File: config.mk
export PLATFORM = sky130hd
export DESIGN_NAME = apb_irq_aggregator
export DESIGN_NICKNAME = d
export VERILOG_FILES = /design/src/rtl/apb_irq_aggregator.sv
export SDC_FILE = /design/constraint.sdc
export NUM_CORES = 1
export LEC_CHECK = 0
export ABC_CLOCK_PERIOD_IN_PS = 1650
export CORE_MARGIN = 5
export CORE_UTILIZATION = 44
export DETAILED_ROUTE_END_ITERATION = 10
export MAX_ROUTING_LAYER = met4
export PLACE_DENSITY_LB_ADDON = 0.12
export RECOVER_POWER = 50
export SYNTH_ARGS = -nofsm -noshare
export SYNTH_HDL_FRONTEND = slang
export SYNTH_SLANG_ARGS = --single-unit
File: constraint.sdc
create_clock -name HCLK -period 1.65 [get_ports HCLK]
set_input_delay 0.33 -clock HCLK [delete_from_list [all_inputs] [get_ports HCLK]]
set_output_delay 0.33 -clock HCLK [all_outputs]
set_load 0.1 [all_outputs]
File: src/rtl/apb_irq_aggregator.sv
`default_nettype none
// ============================================================================
// Module      : apb_irq_aggregator
// Description : AHB-Lite mapped interrupt aggregator with per-source edge/level
//               capture, enable, W1C clear and W1S set; one registered IRQ line
//               plus the index of the lowest-numbered active source.
// Revision    : 1.0 - initial release
// ============================================================================
module apb_irq_aggregator #(
    parameter int NUM_IRQ  = 17,
    parameter int ID_WIDTH = 5
) (
    input  logic                HCLK,
    input  logic                HRESETn,
    input  logic                HSEL,
    input  logic [11:0]         HADDR,
    input  logic [1:0]          HTRANS,
    input  logic                HWRITE,
    input  logic [2:0]          HSIZE,
    input  logic [31:0]         HWDATA,
    input  logic                HREADY,
    output logic [31:0]         HRDATA,
    output logic                HREADYOUT,
    output logic                HRESP,
    input  logic [NUM_IRQ-1:0]  IRQ_IN,
    output logic                IRQ_OUT,
    output logic [ID_WIDTH-1:0] IRQ_ID
);

    localparam logic [31:0] c_mask = (NUM_IRQ >= 32) ? 32'hFFFF_FFFF
                                                     : ((32'd1 << NUM_IRQ) - 32'd1);

    localparam logic [2:0] c_ofs_enable  = 3'd0;
    localparam logic [2:0] c_ofs_type    = 3'd1;
    localparam logic [2:0] c_ofs_pending = 3'd2;
    localparam logic [2:0] c_ofs_clear   = 3'd3;
    localparam logic [2:0] c_ofs_set     = 3'd4;
    localparam logic [2:0] c_ofs_status  = 3'd5;
    localparam logic [2:0] c_ofs_active  = 3'd6;

    // Register state is kept 32 bits wide; bits at and above NUM_IRQ stay 0.
    logic [31:0]         r_enable;
    logic [31:0]         r_type;
    logic [31:0]         r_pend;
    logic [31:0]         r_prev;
    logic                r_irq_out;
    logic [ID_WIDTH-1:0] r_irq_id;

    logic                r_dp_valid;
    logic                r_dp_write;
    logic                r_dp_word;
    logic                r_dp_ok;
    logic [2:0]          r_dp_ofs;

    logic                w_trans_valid;
    logic                w_capture;
    logic                w_addr_ok;
    logic                w_wr;
    logic [31:0]         w_in;
    logic [31:0]         w_wdata;
    logic [31:0]         w_clr;
    logic [31:0]         w_set;
    logic [31:0]         w_rise;
    logic [31:0]         w_pend_next;
    logic [31:0]         w_status;
    logic [31:0]         w_active;
    logic [ID_WIDTH-1:0] w_id;

    assign w_trans_valid = (HTRANS & 2'b10) != 2'b00;
    assign w_capture     = HSEL & w_trans_valid & HREADY;
    assign w_addr_ok     = (HADDR & 12'hFE0) == 12'h000;

    always_ff @(posedge HCLK or negedge HRESETn) begin
        if (!HRESETn) begin
            r_dp_valid <= 1'b0;
            r_dp_write <= 1'b0;
            r_dp_word  <= 1'b0;
            r_dp_ok    <= 1'b0;
            r_dp_ofs   <= 3'd0;
        end else if (HREADY) begin
            r_dp_valid <= w_capture;
            r_dp_write <= HWRITE;
            r_dp_word  <= (HSIZE == 3'b010);
            r_dp_ok    <= w_addr_ok;
            r_dp_ofs   <= HADDR[4:2];
        end
    end

    // A write lands on the edge that ends its data phase.
    assign w_wr    = r_dp_valid & r_dp_write & r_dp_word & r_dp_ok & HREADY;
    assign w_wdata = HWDATA & c_mask;
    assign w_in    = 32'(IRQ_IN);
    assign w_clr   = (w_wr && (r_dp_ofs == c_ofs_clear)) ? w_wdata : 32'd0;
    assign w_set   = (w_wr && (r_dp_ofs == c_ofs_set))   ? w_wdata : 32'd0;
    assign w_rise  = w_in & ~r_prev;

    // Edge sources are sticky with set winning over clear; level sources track the input.
    assign w_pend_next = (r_type & ((r_pend & ~w_clr) | w_rise | w_set))
                       | (~r_type & w_in);

    assign w_status = r_pend & r_enable;

    always_comb begin
        w_id = '0;
        for (int i = NUM_IRQ - 1; i >= 0; i--) begin
            if (w_status[i]) begin
                w_id = ID_WIDTH'(i);
            end
        end
    end

    always_ff @(posedge HCLK or negedge HRESETn) begin
        if (!HRESETn) begin
            r_enable  <= 32'd0;
            r_type    <= 32'd0;
            r_pend    <= 32'd0;
            r_prev    <= 32'd0;
            r_irq_out <= 1'b0;
            r_irq_id  <= '0;
        end else begin
            if (w_wr && (r_dp_ofs == c_ofs_enable)) begin
                r_enable <= w_wdata;
            end
            if (w_wr && (r_dp_ofs == c_ofs_type)) begin
                r_type <= w_wdata;
            end
            r_pend    <= w_pend_next & c_mask;
            r_prev    <= w_in;
            r_irq_out <= |w_status;
            r_irq_id  <= w_id;
        end
    end

    assign w_active = {r_irq_out, 31'(r_irq_id)};

    always_comb begin
        HRDATA = 32'd0;
        if (r_dp_valid && !r_dp_write && r_dp_ok) begin
            case (r_dp_ofs)
                c_ofs_enable:  HRDATA = r_enable;
                c_ofs_type:    HRDATA = r_type;
                c_ofs_pending: HRDATA = r_pend;
                c_ofs_status:  HRDATA = w_status;
                c_ofs_active:  HRDATA = w_active;
                default:       HRDATA = 32'd0;
            endcase
        end
    end

    assign HREADYOUT = 1'b1;
    assign HRESP     = 1'b0;
    assign IRQ_OUT   = r_irq_out;
    assign IRQ_ID    = r_irq_id;

endmodule
`default_nettype wire

# Word level (Yosys, flattened, before mapping)
# Cells that the tools add are included.
[classes] addsub=0 n_mul=0 div=0 order_cmp=0 eq_ne=7 shift=0 n_mux=21 n_bitwise=17 reduce_logical=10
[ops] operator="$pmux W32 S5" n=1
[ops] operator="$and A17 B17 Y17" n=5
[ops] operator="$mux W5" n=17
[ops] operator="$not A17 Y17" n=3
[ops] operator="$or A17 B17 Y17" n=3
[ops] operator="$mux W17" n=2
[ops] operator="$mux W32" n=1
[ops] operator="$reduce_or A32 Y1" n=1
[ops] operator="$logic_not A12 Y1" n=1
[ops] operator="$eq A3 B2 Y1 const B" n=3
[ops] operator="$eq A3 B3 Y1 const B" n=3
[ops] operator="$and A1 B1 Y1" n=6
[ops] operator="$logic_and A1 B1 Y1" n=6
[ops] operator="$eq A3 B1 Y1 const B" n=1
[ops] operator="$logic_not A3 Y1" n=1
[ops] operator="$logic_not A1 Y1" n=1
[totals] register_bits=81 latchBits=0 ramBits=0 rom_bits=0 in_bits=71 out_inout_bits=40 elab_cells=66 mem_count=0

# Longest topological paths before layout
# Gate-level depths: netlist (run 1).
[depth] ltp_word=18 depth_mapped=7

# Worst setup path before layout (run 1)
# Ideal clock, no wire load.
[synth_timing] kind="reg2out" start="register r_dp_ofs[2]" end="output port HRDATA[1]" arrival_ns=3.363 required_ns=1.320 path_slack_ns=-2.043 stages_incl_launch_ff=6 path_cell_list="dfrtp_1 > clkbuf_1 > clkbuf_1 > clkbuf_1 > a221oi_1 > a211oi_1"
[synth_via] elab_chain_cells=3
[synth_rtl] element="start: declaration" line="53" text="logic [2:0] r_dp_ofs;"
[synth_rtl] element="start signal: assignment" line="85" text="r_dp_ofs <= HADDR[4:2];"
[synth_rtl] element="$eq A3 B3 Y1, or another cell as far along" line="139" text="case (r_dp_ofs)"
[synth_rtl] element="$pmux W32 S5 (*)" line="139"
[synth_rtl] element="$mux W32 (*)" line="138" text="if (r_dp_valid && !r_dp_write && r_dp_ok) begin"
[synth_rtl] element="end: declaration" line="22" text="output logic [31:0] HRDATA,"
# Every way passes the cells marked *; elsewhere a longest branch is shown, timed or not.

# Final worst setup path (run 1)
[layout_timing] start="register r_dp_ofs[0]" end="output port HRDATA[0]"
# Same word-level chain as after synthesis.

==> results of run 1 <==
## layer usage
metal	up-vias	global-route usage, %	wire length [um]
met5	-	-	0
met4	0	6.40	199
met3	22	4.98	856
met2	147	32.8	5470
met1	1740	27.2	4960
li1	1736	-	-
## worst max-delay path, delay by kind of cell (launching register included)
kind	cells	cell delay [ns]
buffers and inverters	2	0.36
DFF	1	0.38
AOI/OAI and AO/OA	1	0.51
muxes	1	0.36
and+or+nand+nor	1	0.09
## sequential cells by signal, summed over array words and instances, names as in the netlist
signal,count
r_prev,17
IRQ_ID,5
r_dp_valid,1
IRQ_OUT,1
r_dp_ok,1
r_pend,17
r_enable,17
r_dp_word,1
r_dp_ofs,3
r_dp_write,1
r_type,17
## path summary, 6_finish.rpt
kind,end,depth (start not counted)
min in group HCLK,IRQ_OUT,2
max in group asynchronous,IRQ_OUT,3
worst max register to register,r_enable[8],6
worst max-delay path,HRDATA[0],5
worst min register to register,IRQ_OUT,2
worst min-delay path,r_prev[0],2
## power by group through the flow
stage | clock (mW) | sequential, mW | combinational, mW
floorplan | 0 | 2.13 | 0.398
global placement | 0 | 2.13 | 0.691
detailed placement | 0 | 2.13 | 0.701
CTS | 1.47 | 2.09 | 0.733
global route | 1.56 | 2.10 | 0.780
finish | 1.43 | 2.10 | 0.731
## layout make-up
class | instances | share of cell area [%]
multi-input combinational | 323 | 36.6
clock inverter | 4 | 0.542
inverter | 4 | 0.241
clock buffer | 12 | 2.65
timing repair buffer | 134 | 24.8
sequential | 81 | 32.6
tap | 129 | 2.59
## cell usage after synthesis, drive strengths merged (2+ instances only)
library cell and number:
a21o 23, nor2b 5, nand3 6, nand3b 2
or2 2, and3 12, nand2 112, mux2 41
conb 2, or3b 2, a31o 2, nor2 9
dfrtp 81, a222oi 2, o211ai 15, o31ai 2
mux2i 2, a21oi 11, inv 4, a21boi 3
nor3 3, a32oi 3, o21ai 14, a221oi 2
a31oi 2, and2 6, clkbuf 12, o22ai 2
buf 23, a211oi 2, nor4 2, a22oi 9
o221ai 4
## metrics by stage
stage / area (sq um) / utilization (%) / setup WS [ns]
2_1_floorplan: 4540 / - / -0.549
3_3_place_gp: 5860 / 63.1 / -0.690
3_5_place_dp: 5860 / 63.1 / -0.705
4_1_cts: 6200 / 66.8 / -0.685
5_1_grt: 6240 / 67.2 / -0.760
6_report: 6240 / 67.2 / -0.740
## kinds of logic (layout without fill, tap and decap cells)
group                  Yosys count  after routing
buffers and inverters           39            154
DFF                             81             81
AOI/OAI and AO/OA               99             99
muxes                           43             43
other                            2             16
and+or+nand+nor                165            165
## repair_timing
action	4_1_cts	5_1_grt
pin swaps	7	8
buffers inserted	5	3
gates cloned	1	0
setup endpoints to repair	52	67
hold buffers	1	0
resized for setup	19	13
endpoints found under the hold margin	81	0
==> impl_metrics.xml, run 1 <==
<?xml version="1.0" encoding="UTF-8"?>
<metrics>
  <group name="detailed_routing">
    <metric name="num_vias" unit="">3645</metric>
    <metric name="final_antenna_violating_net_count" unit="">0</metric>
    <metric name="drt_first_pass_iters" unit="">6</metric>
    <metric name="routed_wire_length_per_instance" unit="um">16.7</metric>
    <metric name="drc" unit="">0</metric>
    <metric name="postRouteWirelength" unit="um">11500</metric>
    <metric name="first_iter_violations" unit="">173</metric>
    <metric name="via_density_per_instance" unit="">5.31</metric>
  </group>
  <group name="critical_path">
    <metric name="worstPathMaxFanout" unit="">17</metric>
    <metric name="cp-end-kind" unit="">output pin</metric>
    <metric name="path_cells" unit="">buf_12 &gt; mux2_2 &gt; a222oi_1 &gt; nor2_4 &gt; buf_12</metric>
    <metric name="timing.critical_path.from_type" unit="">register</metric>
    <metric name="path_common_cell" unit="">sky130_fd_sc_hd__buf_12</metric>
    <metric name="worst_path_largest_cell_delay" unit="ns">0.51</metric>
    <metric name="worstSetupStartpoint" unit="">r_dp_ofs[0]</metric>
    <metric name="slowest_cp_cell" unit="">sky130_fd_sc_hd__a222oi_1</metric>
    <metric name="required_arrival_time_at_the_worst_endpoint" unit="ns">1.32</metric>
    <metric name="ff2ff_setup_slack" unit="ns">-0.23</metric>
    <metric name="path_class" unit="">reg -&gt; out</metric>
    <metric name="r2r_start" unit="">r_dp_write</metric>
    <metric name="worst_ep_arrival_time" unit="ns">2.06</metric>
  </group>
  <group name="sta">
    <metric name="worst_hold_slack" unit="ns">0.302</metric>
    <metric name="timing.max_slew.rel_slack" unit="%">43.4</metric>
    <metric name="final.min_clock_period" unit="ns">2.39</metric>
    <metric name="post-route-period-util" unit="%">145</metric>
    <metric name="finalHoldViolCount" unit="">0</metric>
    <metric name="final-max-slew-violation-count" unit="">0</metric>
    <metric name="skew" unit="ns">0.0155</metric>
    <metric name="rsz0062_at_grt" unit="">yes</metric>
    <metric name="timing_worst_slew_pin_value" unit="ns">0.849</metric>
    <metric name="setup_slack" unit="ns">-0.740</metric>
    <metric name="finalSetupViolations" unit="">42</metric>
    <metric name="highest_clock_rate" unit="MHz">418</metric>
    <metric name="fin_tns_setup" unit="ns">-15.29</metric>
  </group>
  <group name="cts">
    <metric name="clk_transition_reported_paths" unit="ns">0.08</metric>
    <metric name="insertion_delay" unit="ns">0.35</metric>
    <metric name="cts_tree" unit="">done</metric>
    <metric name="clock_tree.root_cell" unit="">sky130_fd_sc_hd__clkbuf_8</metric>
    <metric name="cts_buffers" unit="">9</metric>
    <metric name="htree_num_levels" unit="">3</metric>
    <metric name="clock_sinks" unit="">81</metric>
    <metric name="clockBufferDepth" unit="">2</metric>
  </group>
  <group name="synth">
    <metric name="synth_top_cell_area_share" unit="%">48.2</metric>
    <metric name="proportion_of_synthesized_area_in_mux_cells" unit="%">12.3</metric>
    <metric name="synth_ff_type" unit="">sky130_fd_sc_hd__dfrtp_1</metric>
    <metric name="simple_logic_cell_fraction_of_the_synthesized_area" unit="%">17.3</metric>
    <metric name="netlist_instances" unit="">429</metric>
    <metric name="area_leader_netlist" unit="">sky130_fd_sc_hd__dfrtp_1</metric>
    <metric name="largest_family_of_logic_cells_by_synthesized_area" unit="">simple AND/OR/NAND/NOR gates</metric>
    <metric name="synthesis.yosys.warnings" unit="">0</metric>
    <metric name="synthDistinctLibCells" unit="">46</metric>
    <metric name="number_of_synthesized_flops_with_an_enable_pin" unit="">0</metric>
    <metric name="syn_area_per_cell" unit="sq um">9.81</metric>
    <metric name="ys_async_sr_fraction" unit="%">100</metric>
    <metric name="synth-seq-cells" unit="">81</metric>
    <metric name="syn-cell-area" unit="sq um">4210</metric>
    <metric name="synth-compound-area-share" unit="%">16.6</metric>
    <metric name="synth.area.top_cells" unit="">sky130_fd_sc_hd__dfrtp_1 (48%), sky130_fd_sc_hd__nand2_1 (10%), sky130_fd_sc_hd__mux2_2 (8.3%)</metric>
    <metric name="yosys.area_share.adder" unit="%">0</metric>
    <metric name="portion_of_the_post_synthesis_area_used_by_sequential_elements" unit="%">48.2</metric>
    <metric name="yosys.area_share.xor_xnor" unit="%">0</metric>
  </group>
  <group name="power">
    <metric name="switching_share" unit="%">29.4</metric>
    <metric name="total_power" unit="mW">4.26</metric>
    <metric name="pwr-share-seq" unit="%">49.2</metric>
    <metric name="power.net_switching" unit="mW">1.25</metric>
    <metric name="p_comb_share" unit="%">17.2</metric>
    <metric name="clock_power_share" unit="%">33.6</metric>
    <metric name="pwr_density_cell" unit="nW/um^2">683</metric>
    <metric name="irDropWorstVdd" unit="uV">388</metric>
    <metric name="power.internal" unit="mW">3.01</metric>
    <metric name="p_leak" unit="nW">2.67</metric>
  </group>
  <group name="global_routing">
    <metric name="grt_start_max_net_pins" unit="">47</metric>
    <metric name="grt.total_usage" unit="%">21.0</metric>
    <metric name="grt_first_pass_wirelength" unit="um">18700</metric>
    <metric name="antenna_found_initial" unit="">0</metric>
    <metric name="grt-ovfl-total" unit="">0</metric>
    <metric name="grt_pass1_vias" unit="">3731</metric>
  </group>
  <group name="run_status">
    <metric name="failed_checks" unit="">negative setup slack</metric>
    <metric name="status" unit="">finished with violations</metric>
  </group>
  <group name="hold_path">
    <metric name="hold_path.class" unit="">in -&gt; async</metric>
  </group>
  <group name="cells_and_area">
    <metric name="most-common-layout-cells" unit="">sky130_fd_sc_hd__nand2_1 (112), sky130_fd_sc_hd__dfrtp_1 (75), sky130_fd_sc_hd__buf_4 (36)</metric>
    <metric name="multiInputGateArea" unit="sq um">2280</metric>
    <metric name="share_of_post_route_cells_with_drive_strength_above_1" unit="%">32.4</metric>
    <metric name="antenna_diode_count" unit="">0</metric>
    <metric name="area_delta_synth_final" unit="%">48.2</metric>
    <metric name="leading_cell_type_in_the_layout_fill_and_taps_excluded" unit="">sky130_fd_sc_hd__nand2_1</metric>
    <metric name="ff_latch_area" unit="sq um">2030</metric>
    <metric name="layout_nets" unit="">624</metric>
    <metric name="filler_cell_count" unit="">738</metric>
    <metric name="finalNonFillerCells" unit="">687</metric>
  </group>
  <group name="floorplanning">
    <metric name="floorplan.die_area" unit="sq um">11600</metric>
    <metric name="floorplan.core_area" unit="sq um">9280</metric>
    <metric name="initial_utilization" unit="%">45.3</metric>
    <metric name="chipWidth" unit="um">108</metric>
    <metric name="boundaryPins" unit="">111</metric>
    <metric name="floorplan.die.height" unit="um">108</metric>
    <metric name="core.rowCount" unit="">35</metric>
  </group>
  <group name="placement">
    <metric name="place_hpwl" unit="um">8480</metric>
    <metric name="place.port_buffers" unit="">76</metric>
    <metric name="rd_place_congestion" unit="">0.938</metric>
    <metric name="placed_cells" unit="">661</metric>
  </group>
  <group name="job">
    <metric name="number_of_maximum_capacitance_constraint_violations" unit="">0</metric>
  </group>
</metrics>
Power figures use the tool's default switching activity.
==> inputs of run 2 (changes only) <==
CELL_PAD_IN_SITES_DETAIL_PLACEMENT = 0   (was unset)
CELL_PAD_IN_SITES_GLOBAL_PLACEMENT = 2   (was unset)
CORE_UTILIZATION = 27   (was 44)
==> run 2 against run 1 <==
The flow still finishes with violations (negative setup slack). Critical endpoint is now HRDATA[3]. Clock skew down 0.0089 ns. Clock-buffer cell count up 1. Largest cell class unchanged. Flip-flop and latch count unchanged. Sequential share of layout area down 2.4 points. Total power up 13%.
==> impl_metrics.xml, run 2 (synthesized netlist as in run 1, its figures left out) <==
<?xml version="1.0" encoding="UTF-8"?>
<metrics>
  <group name="critical_path">
    <metric name="timing.critical_path.from_type" unit="">register</metric>
    <metric name="required_arrival_time_at_the_worst_endpoint" unit="ns">1.32</metric>
    <metric name="path_cells" unit="">buf_12 &gt; buf_8 &gt; mux2_4 &gt; a222oi_1 &gt; buf_4 &gt; nor2_4 &gt; buf_12</metric>
    <metric name="path_class" unit="">reg -&gt; out</metric>
    <metric name="cp-end-kind" unit="">output pin</metric>
    <metric name="worst_path_largest_cell_delay" unit="ns">0.39</metric>
    <metric name="path_common_cell" unit="">sky130_fd_sc_hd__buf_12</metric>
    <metric name="slowest_cp_cell" unit="">sky130_fd_sc_hd__dfrtp_1</metric>
    <metric name="worstPathMaxFanout" unit="">8</metric>
    <metric name="worst_ep_arrival_time" unit="ns">1.97</metric>
  </group>
  <group name="cts">
    <metric name="cts_buffers" unit="">9</metric>
    <metric name="clock_tree.root_cell" unit="">sky130_fd_sc_hd__clkbuf_16</metric>
    <metric name="clockBufferDepth" unit="">2</metric>
    <metric name="cts_hold_buf" unit="">0</metric>
    <metric name="clock_sinks" unit="">81</metric>
    <metric name="clk_transition_reported_paths" unit="ns">0.06</metric>
    <metric name="insertion_delay" unit="ns">0.34</metric>
    <metric name="htree_num_levels" unit="">3</metric>
    <metric name="cts_tree" unit="">done</metric>
  </group>
  <group name="sta">
    <metric name="timing.max_slew.rel_slack" unit="%">22.8</metric>
    <metric name="highest_clock_rate" unit="MHz">434</metric>
    <metric name="setup_slack" unit="ns">-0.654</metric>
    <metric name="finalHoldViolCount" unit="">0</metric>
    <metric name="final-max-slew-violation-count" unit="">0</metric>
    <metric name="skew" unit="ns">0.00654</metric>
    <metric name="timing_worst_slew_pin_value" unit="ns">1.16</metric>
    <metric name="post-route-period-util" unit="%">140</metric>
    <metric name="finalSetupViolations" unit="">69</metric>
    <metric name="final.min_clock_period" unit="ns">2.30</metric>
    <metric name="rsz0062_at_grt" unit="">yes</metric>
  </group>
  <group name="global_routing">
    <metric name="grt.total_usage" unit="%">14.9</metric>
    <metric name="grt_first_pass_wirelength" unit="um">20500</metric>
    <metric name="antenna_found_initial" unit="">0</metric>
    <metric name="grt-ovfl-total" unit="">0</metric>
    <metric name="grt_start_max_net_pins" unit="">82</metric>
    <metric name="grt_pass1_vias" unit="">3652</metric>
  </group>
  <group name="floorplanning">
    <metric name="initial_utilization" unit="%">27.6</metric>
    <metric name="floorplan.die_area" unit="sq um">18200</metric>
    <metric name="boundaryPins" unit="">111</metric>
    <metric name="chipWidth" unit="um">135</metric>
    <metric name="floorplan.core_area" unit="sq um">15300</metric>
    <metric name="floorplan.die.height" unit="um">135</metric>
    <metric name="core.rowCount" unit="">45</metric>
  </group>
  <group name="cells_and_area">
    <metric name="multiInputGateArea" unit="sq um">2430</metric>
    <metric name="antenna_diode_count" unit="">0</metric>
    <metric name="filler_cell_count" unit="">1457</metric>
    <metric name="fin_util" unit="%">44.0</metric>
    <metric name="share_of_post_route_cells_with_drive_strength_above_1" unit="%">36.3</metric>
    <metric name="area_delta_synth_final" unit="%">59.7</metric>
    <metric name="leading_cell_type_in_the_layout_fill_and_taps_excluded" unit="">sky130_fd_sc_hd__nand2_1</metric>
    <metric name="layout_nets" unit="">637</metric>
    <metric name="ff_latch_area" unit="sq um">2030</metric>
    <metric name="most-common-layout-cells" unit="">sky130_fd_sc_hd__nand2_1 (110), sky130_fd_sc_hd__dfrtp_1 (76), sky130_fd_sc_hd__clkdlybuf4s50_1 (50)</metric>
    <metric name="finalNonFillerCells" unit="">782</metric>
  </group>
  <group name="power">
    <metric name="pwr_density_cell" unit="nW/um^2">714</metric>
    <metric name="p_leak" unit="nW">2.90</metric>
    <metric name="irDropWorstVdd" unit="uV">466</metric>
  </group>
  <group name="placement">
    <metric name="rd_place_congestion" unit="">0.818</metric>
    <metric name="pre_cts_ws" unit="ns">-0.713</metric>
    <metric name="place_hpwl" unit="um">9360</metric>
    <metric name="place.port_buffers" unit="">76</metric>
    <metric name="placed_cells" unit="">753</metric>
  </group>
  <group name="detailed_routing">
    <metric name="postRouteWirelength" unit="um">13200</metric>
    <metric name="final_antenna_violating_net_count" unit="">0</metric>
    <metric name="num_vias" unit="">3625</metric>
    <metric name="first_iter_violations" unit="">202</metric>
    <metric name="drt_first_pass_iters" unit="">4</metric>
    <metric name="drc" unit="">0</metric>
    <metric name="via_density_per_instance" unit="">4.64</metric>
    <metric name="routed_wire_length_per_instance" unit="um">16.8</metric>
  </group>
  <group name="run_status">
    <metric name="status" unit="">finished with violations</metric>
    <metric name="failed_checks" unit="">negative setup slack</metric>
  </group>
  <group name="hold_path">
    <metric name="hold_path.class" unit="">in -&gt; async</metric>
  </group>
  <group name="job">
    <metric name="number_of_maximum_capacitance_constraint_violations" unit="">0</metric>
  </group>
</metrics>
[run 2: changes by cell type in the layout (fill, tap and decap cells not counted), sizes merged]
cell           previous run  this run
buf                      78        93
clkinv                    2         3
inv                       5         4
clkinvlp                  1         0
clkdlybuf4s50            33        50
dlygate4sd3              18         0
[run 2: worst max-delay path: cells and delay by family (launching register included)]
kind            cells  cell delay [ns]
buf+inv             4             0.61
simple gates        1             0.03
mux                 1             0.29
flops               1             0.39
compound gates      1             0.29
[run 2: worst paths after layout]
| check | start | end | slack [ns] | cells after the start |
|---|---|---|---|---|
| worst max-delay path | r_dp_ofs[0] | HRDATA[3] | -0.65 | 7 |
| worst max register to register | r_dp_ofs[0] | r_enable[15] | -0.43 | 7 |
| worst min register to register | r_prev[13] | r_pend[13] | 0.53 | 3 |
| worst min-delay path | HRESETn | r_prev[4] | 0.36 | 2 |
| max in group asynchronous | HRESETn | IRQ_ID[2] | 0.50 | 2 |
| min in group HCLK | IRQ_IN[16] | r_prev[16] | 0.45 | 1 |
[run 2: repair_timing]
action / 4_1_cts / 5_1_grt
pin swaps: 14 / 28
endpoints found under the setup margin: 69 / 71
gates resized for setup: 36 / 50
cloned: 2 / 1
buffers inserted: 4 / 6
[run 2: cell type report]
| cell class | count | share of cell area (%) |
|---|---|---|
| multi-input cells | 323 | 36.2 |
| flip-flops and latches | 81 | 30.3 |
| repair buffers | 147 | 25.2 |
| well taps | 211 | 3.93 |
| clock buffers | 13 | 3.87 |
| clock inverters | 3 | 0.224 |
| inverters | 4 | 0.224 |
[run 2: metal layers]
layer / vias to the layer above / part of all wire (%) / GRT usage (%)
met3: 11 / 4.6 / 2.50
met5: - / 0 / -
met1: 1755 / 49 / 20.6
met4: 0 / 1.2 / 4.58
li1: 1772 / - / -
met2: 87 / 45 / 22.4
[run 2: power by group]
part | switching (mW) | internal [mW] | total (mW)
clock network | 0.793 | 1.10 | 1.89
registers | 0.0584 | 2.05 | 2.11
logic | 0.464 | 0.338 | 0.802
[run 2: per-stage QoR]
stage / TNS [ns] / hold WS, ns / cell area, sq um / total power, mW
after detailed placement: -29.13 / 0.406 / 6010 / 2.85
after floorplan: -10.52 / 0.0344 / 4540 / 2.53
after global placement: -29.01 / 0.409 / 6010 / 2.85
final: -22.58 / 0.355 / 6720 / 4.80
after CTS: -16.95 / 0.0416 / 6480 / 4.81
after global routing: -27.15 / 0.456 / 6720 / 5.00
==> inputs of run 3 (changes only) <==
CORE_ASPECT_RATIO = 1.25   (was unset)
CORE_MARGIN = 10   (was 5)
REMOVE_ABC_BUFFERS = 1   (was unset)
==> run 3 against run 2 <==
The run still ends with negative setup slack left. Die area increased by 16%. Global-route usage shrank 1.6 points. Hold slack got worse by 0.034 ns. First-iteration DRC count down 15%. Design area is 2.8% lower. Clock-buffer cell count shrank 3. Register-to-register slack improved by 0.27 ns. Setup slack got worse by 0.0037 ns. Combinational power decreased by 2.6%. Sequential power barely moved. Core utilization fell by 0.89 points. Non-clock buffer count decreased by 4.
==> impl_metrics.xml, run 3 (synthesized netlist as in run 1, its figures left out) <==
<?xml version="1.0" encoding="UTF-8"?>
<metrics>
  <group name="critical_path">
    <metric name="path_cells" unit="">and2b_2 &gt; nor2_1 &gt; o21ai_2 &gt; buf_12 &gt; a211oi_2 &gt; buf_4 &gt; buf_12</metric>
    <metric name="slowest_cp_cell" unit="">sky130_fd_sc_hd__dfrtp_2</metric>
    <metric name="timing.critical_path.from_type" unit="">register</metric>
    <metric name="required_arrival_time_at_the_worst_endpoint" unit="ns">1.32</metric>
    <metric name="worst_ep_arrival_time" unit="ns">1.98</metric>
    <metric name="cp-end-kind" unit="">output pin</metric>
    <metric name="path_class" unit="">reg -&gt; out</metric>
    <metric name="critical-path-top-delay-family" unit="">buffers and inverters</metric>
    <metric name="worst_path_largest_cell_delay" unit="ns">0.43</metric>
    <metric name="worstPathMaxFanout" unit="">15</metric>
    <metric name="path_common_cell" unit="">sky130_fd_sc_hd__buf_12</metric>
    <metric name="timing.critical_path.buf_inv" unit="">3</metric>
  </group>
  <group name="cts">
    <metric name="clock_sinks" unit="">81</metric>
    <metric name="clockBufferDepth" unit="">2</metric>
    <metric name="htree_num_levels" unit="">3</metric>
    <metric name="cts_tree" unit="">done</metric>
    <metric name="cts_hold_buf" unit="">0</metric>
    <metric name="clock_tree.root_cell" unit="">sky130_fd_sc_hd__clkbuf_16</metric>
    <metric name="cts_buffers" unit="">9</metric>
    <metric name="insertion_delay" unit="ns">0.35</metric>
    <metric name="clk_transition_reported_paths" unit="ns">0.06</metric>
  </group>
  <group name="detailed_routing">
    <metric name="routed_wire_length_per_instance" unit="um">17.8</metric>
    <metric name="num_vias" unit="">3612</metric>
    <metric name="drc" unit="">0</metric>
    <metric name="via_density_per_instance" unit="">4.67</metric>
    <metric name="postRouteWirelength" unit="um">13800</metric>
    <metric name="first_iter_violations" unit="">171</metric>
    <metric name="final_antenna_violating_net_count" unit="">0</metric>
    <metric name="drt_first_pass_iters" unit="">4</metric>
  </group>
  <group name="sta">
    <metric name="skew" unit="ns">0.00611</metric>
    <metric name="timing_worst_slew_pin_value" unit="ns">1.19</metric>
    <metric name="finalSetupViolations" unit="">55</metric>
    <metric name="final-max-slew-violation-count" unit="">0</metric>
    <metric name="worst_hold_slack" unit="ns">0.322</metric>
    <metric name="timing.max_slew.rel_slack" unit="%">20.8</metric>
    <metric name="rsz0062_at_grt" unit="">yes</metric>
    <metric name="final.min_clock_period" unit="ns">2.31</metric>
    <metric name="highest_clock_rate" unit="MHz">433</metric>
    <metric name="finalHoldViolCount" unit="">0</metric>
    <metric name="setup_slack" unit="ns">-0.658</metric>
    <metric name="post-route-period-util" unit="%">140</metric>
  </group>
  <group name="power">
    <metric name="power.internal" unit="mW">3.68</metric>
    <metric name="irDropWorstVdd" unit="uV">436</metric>
    <metric name="power.net_switching" unit="mW">1.31</metric>
    <metric name="p_comb_share" unit="%">15.7</metric>
    <metric name="pwr_density_cell" unit="nW/um^2">764</metric>
    <metric name="switching_share" unit="%">26.3</metric>
    <metric name="clock_power_share" unit="%">42.2</metric>
    <metric name="p_leak" unit="nW">2.85</metric>
    <metric name="pwr-share-seq" unit="%">42.2</metric>
  </group>
  <group name="placement">
    <metric name="place.port_buffers" unit="">76</metric>
    <metric name="place_hpwl" unit="um">9970</metric>
    <metric name="rd_place_congestion" unit="">0.817</metric>
    <metric name="detailed_place.area" unit="sq um">5790</metric>
    <metric name="pre_cts_ws" unit="ns">-0.581</metric>
  </group>
  <group name="global_routing">
    <metric name="grt_pass1_vias" unit="">3775</metric>
    <metric name="antenna_found_initial" unit="">0</metric>
    <metric name="grt.total_usage" unit="%">13.3</metric>
    <metric name="grt-ovfl-total" unit="">0</metric>
    <metric name="grt_first_pass_wirelength" unit="um">21700</metric>
    <metric name="grt_start_max_net_pins" unit="">82</metric>
  </group>
  <group name="cells_and_area">
    <metric name="share_of_post_route_cells_with_drive_strength_above_1" unit="%">36.3</metric>
    <metric name="antenna_diode_count" unit="">0</metric>
    <metric name="layout_nets" unit="">633</metric>
    <metric name="leading_cell_type_in_the_layout_fill_and_taps_excluded" unit="">sky130_fd_sc_hd__nand2_1</metric>
    <metric name="multiInputGateArea" unit="sq um">2290</metric>
    <metric name="ff_latch_area" unit="sq um">2030</metric>
    <metric name="area_delta_synth_final" unit="%">55.2</metric>
    <metric name="most-common-layout-cells" unit="">sky130_fd_sc_hd__nand2_1 (104), sky130_fd_sc_hd__dfrtp_1 (78), sky130_fd_sc_hd__clkdlybuf4s50_1 (50)</metric>
    <metric name="filler_cell_count" unit="">1494</metric>
    <metric name="final_design_instance_area_without_fill" unit="sq um">6530</metric>
  </group>
  <group name="floorplanning">
    <metric name="floorplan.die_area" unit="sq um">21000</metric>
    <metric name="boundaryPins" unit="">111</metric>
    <metric name="core.rowCount" unit="">50</metric>
    <metric name="floorplan.core_area" unit="sq um">15100</metric>
    <metric name="chipWidth" unit="um">132</metric>
    <metric name="floorplan.die.height" unit="um">160</metric>
    <metric name="initial_utilization" unit="%">27.8</metric>
  </group>
  <group name="hold_path">
    <metric name="hold_path.class" unit="">in -&gt; async</metric>
  </group>
  <group name="job">
    <metric name="number_of_maximum_capacitance_constraint_violations" unit="">0</metric>
  </group>
  <group name="run_status">
    <metric name="failed_checks" unit="">negative setup slack</metric>
    <metric name="status" unit="">finished with violations</metric>
  </group>
</metrics>
run 3: cell count changes in the layout (fill, tap and decap cells not counted), moves of 3 or more:
cell and change:
sky130_fd_sc_hd__nand2_2 +6, sky130_fd_sc_hd__nor2_4 -5, sky130_fd_sc_hd__a21oi_4 -10, sky130_fd_sc_hd__buf_4 -4, sky130_fd_sc_hd__a21oi_2 +10, sky130_fd_sc_hd__o21ai_2 +5
sky130_fd_sc_hd__nor2_1 +3, sky130_fd_sc_hd__nand2_1 -6
run 3: final cells by class:
cell class | instances | share of cell area, %
repair buffers | 143 | 25.0
inverters | 4 | 0.287
clock inverters | 4 | 1.07
flip-flops and latches | 81 | 31.1
clock buffers | 10 | 3.51
multi-input cells | 323 | 35.1
well taps | 208 | 3.99
run 3: what timing repair did:
item                       in CTS  in global routing
gates resized for setup        55                 61
setup buffers                   5                  4
pin swaps                      12                 33
cloned                          1                  0
setup endpoints to repair      69                 70
run 3: routing by layer:
metal	up-vias	share of wire, %	wire (um)	track usage, %
met5	-	0	0	-
met4	0	1.7	232	5.37
met3	16	3.5	478	2.65
met2	79	49	6830	21.4
met1	1761	45	6250	16.0
li1	1756	-	-	-
run 3: power groups by stage:
stage	sequential, mW	combinational [mW]	clock [mW]
3_5_place_dp	2.14	0.672	0
3_3_place_gp	2.14	0.670	0
4_1_cts	2.10	0.749	2.18
5_1_grt	2.11	0.836	2.26
2_1_floorplan	2.16	0.272	0
6_report	2.11	0.781	2.10
run 3: final timing paths:
check	from	endpoint	slack, ns	cells past startpoint
min reg2reg	r_enable[11]	r_enable[11]	0.54	1
max in group asynchronous	HRESETn	r_dp_ofs[0]	0.47	2
max reg2reg	r_dp_ofs[1]	r_enable[11]	-0.16	4
min	HRESETn	r_prev[1]	0.32	2
max	r_dp_ofs[1]	HRDATA[4]	-0.66	7
min in group HCLK	IRQ_IN[16]	r_prev[16]	0.45	1
run 3: metrics by stage:
stage               cells  total power, mW  util (%)  TNS, ns
CTS                   770             5.03      41.7   -15.43
global placement      752             2.81      38.2   -28.70
finish                773             4.99      43.1   -14.18
global route          773             5.20      43.1   -17.89
floorplan             408             2.43         -   -56.11
detailed placement    752             2.81      38.2   -28.40
